--- src/rtl/bcdsub4_seq_if.sv ---
// Start/done request bus for the sequential 4-digit BCD subtractor.
// The requester drives operands and start; the subtractor returns the result and status.
interface bcdsub4_seq_if;
    localparam int unsigned W = 16;

    logic [W-1:0] a;
    logic [W-1:0] b;
    logic         bi;
    logic         start;
    logic [W-1:0] d;
    logic         bo;
    logic         busy;
    logic         done;
    logic         err;

    modport master (
        output a, b, bi, start,
        input  d, bo, busy, done, err
    );

    modport slave (
        input  a, b, bi, start,
        output d, bo, busy, done, err
    );
endinterface

--- src/rtl/bcdsub4_seq.sv ---
// Sequential packed-BCD subtractor: D = A - B - bi, one digit per clock, LSD first.
// Negative differences come out in ten's complement with bo set.
module bcdsub4_seq (
    input  logic         hz100,
    input  logic         reset,
    bcdsub4_seq_if.slave bus
);
    localparam int unsigned DIGITS = 4;
    localparam int unsigned DW     = 4;
    localparam int unsigned W      = DIGITS * DW;

    typedef enum logic [1:0] {IDLE, RUN, DONE} state_t;

    state_t        state;
    logic [1:0]    cnt;
    logic [W-1:0]  a_q;
    logic [W-1:0]  b_q;
    logic [W-1:0]  d_q;
    logic          borrow;
    logic          bo_q;
    logic          busy_q;
    logic          done_q;
    logic          err_q;

    logic [DW-1:0] a_dig_c;
    logic [DW-1:0] b_dig_c;
    logic [DW-1:0] d_dig_c;
    logic signed [5:0] t_c;
    logic          accept_c;

    function automatic logic has_bad_digit(input logic [W-1:0] v);
        logic bad;
        bad = 1'b0;
        for (int i = 0; i < DIGITS; i++) begin
            bad = bad | (v[i*DW +: DW] > 4'd9);
        end
        return bad;
    endfunction

    // Digit slice selected by cnt; out-of-range digits wrap to 4 bits like valid ones.
    always_comb begin
        a_dig_c  = a_q[{cnt, 2'b00} +: DW];
        b_dig_c  = b_q[{cnt, 2'b00} +: DW];
        t_c      = $signed({2'b00, a_dig_c}) - $signed({2'b00, b_dig_c})
                 - $signed({5'b00000, borrow});
        d_dig_c  = t_c[5] ? DW'(t_c + 6'sd10) : t_c[3:0];
        accept_c = bus.start && ((state == IDLE) || (state == DONE));
    end

    always_ff @(posedge hz100 or posedge reset) begin
        if (reset) begin
            state  <= IDLE;
            cnt    <= 2'd0;
            a_q    <= '0;
            b_q    <= '0;
            d_q    <= '0;
            borrow <= 1'b0;
            bo_q   <= 1'b0;
            busy_q <= 1'b0;
            done_q <= 1'b0;
            err_q  <= 1'b0;
        end else if (accept_c) begin
            state  <= RUN;
            cnt    <= 2'd0;
            a_q    <= bus.a;
            b_q    <= bus.b;
            borrow <= bus.bi;
            d_q    <= '0;
            bo_q   <= 1'b0;
            err_q  <= has_bad_digit(bus.a) | has_bad_digit(bus.b);
            busy_q <= 1'b1;
            done_q <= 1'b0;
        end else begin
            case (state)
                RUN: begin
                    d_q[{cnt, 2'b00} +: DW] <= d_dig_c;
                    borrow <= t_c[5];
                    cnt    <= cnt + 2'd1;
                    if (cnt == 2'd3) begin
                        bo_q   <= t_c[5];
                        state  <= DONE;
                        busy_q <= 1'b0;
                        done_q <= 1'b1;
                    end
                end
                default: begin
                    state  <= IDLE;
                    busy_q <= 1'b0;
                    done_q <= 1'b0;
                end
            endcase
        end
    end

    assign bus.d    = d_q;
    assign bus.bo   = bo_q;
    assign bus.busy = busy_q;
    assign bus.done = done_q;
    assign bus.err  = err_q;
endmodule

--- src/flat_wrapper.sv ---
// flat-port wrapper written by rule: the top's interface ports become plain ports
module bcdsub4_seq_flat 
  (hz100, reset, bus_a, bus_b, bus_bi, bus_start, bus_d, bus_bo, bus_busy, bus_done, bus_err);
  bcdsub4_seq_if bus_i ();
  input  logic hz100;
  input  logic reset;
  input wire logic [$bits(bus_i.a)-1:0] bus_a;
  input wire logic [$bits(bus_i.b)-1:0] bus_b;
  input wire logic [$bits(bus_i.bi)-1:0] bus_bi;
  input wire logic [$bits(bus_i.start)-1:0] bus_start;
  output wire logic [$bits(bus_i.d)-1:0] bus_d;
  output wire logic [$bits(bus_i.bo)-1:0] bus_bo;
  output wire logic [$bits(bus_i.busy)-1:0] bus_busy;
  output wire logic [$bits(bus_i.done)-1:0] bus_done;
  output wire logic [$bits(bus_i.err)-1:0] bus_err;
  assign bus_i.a = bus_a;
  assign bus_i.b = bus_b;
  assign bus_i.bi = bus_bi;
  assign bus_i.start = bus_start;
  assign bus_d = bus_i.d;
  assign bus_bo = bus_i.bo;
  assign bus_busy = bus_i.busy;
  assign bus_done = bus_i.done;
  assign bus_err = bus_i.err;
  bcdsub4_seq u_core (.hz100(hz100), .reset(reset), .bus(bus_i));
endmodule
--- config.mk ---
export PLATFORM = sky130hd
export DESIGN_NAME = bcdsub4_seq_flat
export DESIGN_NICKNAME = d
export VERILOG_FILES = /design/src/rtl/bcdsub4_seq_if.sv /design/src/rtl/bcdsub4_seq.sv /design/src/flat_wrapper.sv
export SDC_FILE = /design/constraint.sdc
export NUM_CORES = 1
export LEC_CHECK = 0
export CAP_MARGIN = 25
export CELL_PAD_IN_SITES_DETAIL_PLACEMENT = 0
export CELL_PAD_IN_SITES_GLOBAL_PLACEMENT = 2
export CORE_MARGIN = 1
export CORE_UTILIZATION = 34
export CTS_CLUSTER_SIZE = 40
export DETAILED_ROUTE_END_ITERATION = 10
export GPL_ROUTABILITY_DRIVEN = 1
export MAX_ROUTING_LAYER = met4
export PLACE_DENSITY_LB_ADDON = 0.15
export SYNTH_ARGS = -nofsm -noshare
export SYNTH_HDL_FRONTEND = slang
export SYNTH_SLANG_ARGS = --single-unit
export TNS_END_PERCENT = 100
--- constraint.sdc ---
create_clock -name hz100 -period 4.3 [get_ports hz100]
set_input_delay 0.645 -clock hz100 [delete_from_list [all_inputs] [get_ports hz100]]
set_output_delay 0.645 -clock hz100 [all_outputs]
set_load 0.005 [all_outputs]
==> impl_results.md <==
* Outcome: complete, no violations
* Global-route wire length before repair at 9.83 mm
* Core area at roughly 7700 sq um
* Post-DP HPWL at 4.35 mm
* GR Util met3 at 3.02%
* Vias/cell at just under 5
* Initial antenna violation count at 0
* Grt met1 use at a little over a fifth
* Final setup fails at 0
* Area of the multi-input gates at around 1300 sq um
* Min-delay worst type: flip-flop to flip-flop
* Mean Syn Cell Area at approximately 13 sq um
* Grt total ovfl at 0
* CP endpoint kind: flip-flop
* H-tree depth at 2
* Antenna viol nets, final at 0
* Worst rel slew slack at a little under two fifths
* Num ports at 56
* Period utilization at between 70 and 80%
* Top cells by count, synth: dfrtp_1, mux2_2, o21ai_0, nand2_1
* Detailed-route DRC error count at 0
* Drt first pass iters at 4
* Synth Flop Type: dfrtp_1
* Post-synth EDFFs at 0
* Drt initial violations at 40
* Root buf cell: clkbuf_8
* Synth Instances at 215
* M2 GR Usage at roughly a quarter
* Post-CTS Resized at 0
* CTS Buf Count at 5
* Share of cells above drive strength 1 at a little under a quarter
* Synth Cell Area at approximately 2700 sq um
* Most frequent cell after synthesis: dfrtp_1
* Critical Path Fanout Max at 11
* Crit path DAT at approximately 3700 ps
* Max Fclk at ~0.29 GHz
* Synth cell types at 38
* Maxcap violations at 0
* Via count at 1818
* Count of final max-slew check failures at 0
* Cts hold-fix bufs at 0
* Sequential area share after synthesis at between 50 and 60%
* Initial core utilization at 35.0%
* FP Rows at 32
* Kind of critical path: flip-flop to flip-flop
* Period minus WS final at ~3400 ps
* Critical Path RT at between 4000 and 5000 ps
* Yosys warning total at 0
* Nets at ~320
* DIE AREA at between 8000 and 9000 sq um
* Top cells by area, synth: dfrtp_1, mux2_2, mux4_2
* Clk_lat worst skew at 300 ps
* # diodes at 0
* Routability cong. at between 0.7 and 0.8
* Chip Height at 91.2 um
* Crit start category: flip-flop
* Routed WL at about 5.7 mm
* Async S/R FF share, synth at 100%
* Seq. cell area at 1380 sq um
* Reg clk slew, reported paths at 90 ps
* Vias in the first global route at around 1900
* Post-CTS Setup Bufs at 0
* RSZ-0062 raised after global routing: no
* Routed wire per std cell at 15.1 um
* Final Skew at about 8.0 ps
* Net Count, Synth at around 270
* Top cell type by total area after synthesis: dfrtp_1
* Area growth syn-to-layout at 29.1%
* Actual slew at the worst max-slew pin at about 930 ps
* Hold Violations, Final at 0
* CTS tree: yes
* Clock Sink Count at 55
* GR peak layer: met2
* Fin Setup TNS at 0 ps
* Max Buffers Root-to-Sink at 2
* Largest net degree at the start of global routing at between 40 and 50
* GRT Resource Usage Total at around 16%
* Yosys reg bits at between 50 and 60
* Post-synth top area share at 50.9%
* Fillers at between 700 and 800
* Die Wd at roughly 91 um
* Buffers on Ports at 55
worst max-delay path: stages (launching register included):
cell	delay, ps
dfrtp_1	630
buf_4	250
mux4_2	500
ha_1	210
inv_1	70
fa_1	400
inv_1	90
ha_1	160
xnor2_1	90
ha_1	220
nand2b_1	150
o311ai_2	390
a32o_1	210
placed cells by master, fill, tap and decap left out, types with 2 or more instances in the layout:
master,synthesis,layout
clkdlybuf4s50_1,0,55
dfrtp_1,55,55
mux2_2,32,32
o21ai_0,19,19
nand2_1,14,14
ha_1,13,13
inv_1,13,12
nor2_1,8,8
mux4_2,8,8
a21oi_1,7,7
clkbuf_8,0,6
nand4_1,4,4
buf_4,0,4
xnor2_1,3,3
nand2b_1,3,3
a22o_1,2,2
o21ai_1,2,2
a22o_2,2,2
kinds of logic after synthesis:
group | Yosys count | share of synthesized area (%)
XOR/XNOR | 3 | 0.971
multiplexers | 41 | 20.3
AND/OR/NAND/NOR | 39 | 7.86
adder cells (fa/ha/maj) | 14 | 6.75
buffers and inverters | 21 | 3.10
flip-flops | 55 | 50.9
AO/OA/AOI/OAI | 42 | 10.1
cell type report:
cell class,instances,area share (%)
clock buffers,6,2.36
clock inverters,1,0.143
inverters,13,1.40
multi-input cells,139,35.9
flip-flops and latches,55,39.4
well taps,102,3.65
repair buffers,60,17.2
layer usage:
metal | part of all wire [%] | vias up
li1 | - | 883
met1 | 47 | 893
met2 | 49 | 36
met3 | 2.8 | 6
met4 | 1.2 | 0
met5 | 0 | -
per-stage QoR:
stage / hold slack [ps] / cells / setup slack (ps) / instance area (sq um) / util, %
finish: 487 / 376 / 863 / 3490 / 45.2
global route: 519 / 376 / 570 / 3490 / 45.2
CTS: 497 / 375 / 825 / 3470 / 45.0
detailed placement: 475 / 368 / 857 / 3390 / 43.8
global placement: 465 / 368 / 919 / 3390 / 43.8
floorplan: 473 / 215 / 1050 / 2710 / -
worst paths after layout:
kind | startpoint | endpoint | slack (ps) | cells past startpoint
max | u_core.cnt[0]$_DFFE_PP0P_ | u_core.bus.d[11]$_DFFE_PP0P_ | 860 | 12
min reg2reg | u_core.bus.d[1]$_DFFE_PP0P_ | u_core.bus.d[1]$_DFFE_PP0P_ | 490 | 2
min | u_core.bus.d[1]$_DFFE_PP0P_ | u_core.bus.d[1]$_DFFE_PP0P_ | 490 | 2
max in group asynchronous | reset | u_core.bus.d[4]$_DFFE_PP0P_ | 3130 | 4
min in group asynchronous | reset | u_core.a_q[0]$_DFFE_PP0P_ | 520 | 2
max reg2reg | u_core.cnt[0]$_DFFE_PP0P_ | u_core.bus.d[11]$_DFFE_PP0P_ | 860 | 12
state kept, by name, indices dropped and copies added (netlist names):
| name | cells |
|---|---|
| u_core.state | 1 |
| u_core.bus.bo | 1 |
| u_core.a_q | 16 |
| u_core.bus.err | 1 |
| u_core.borrow | 1 |
| u_core.bus.d | 16 |
| u_core.cnt | 2 |
| u_core.b_q | 16 |
| u_core.bus.done | 1 |
Power is left out: the tool's default activity adds up to more than one toggle a clock period on the data nets, which glitch-free logic cannot reach.
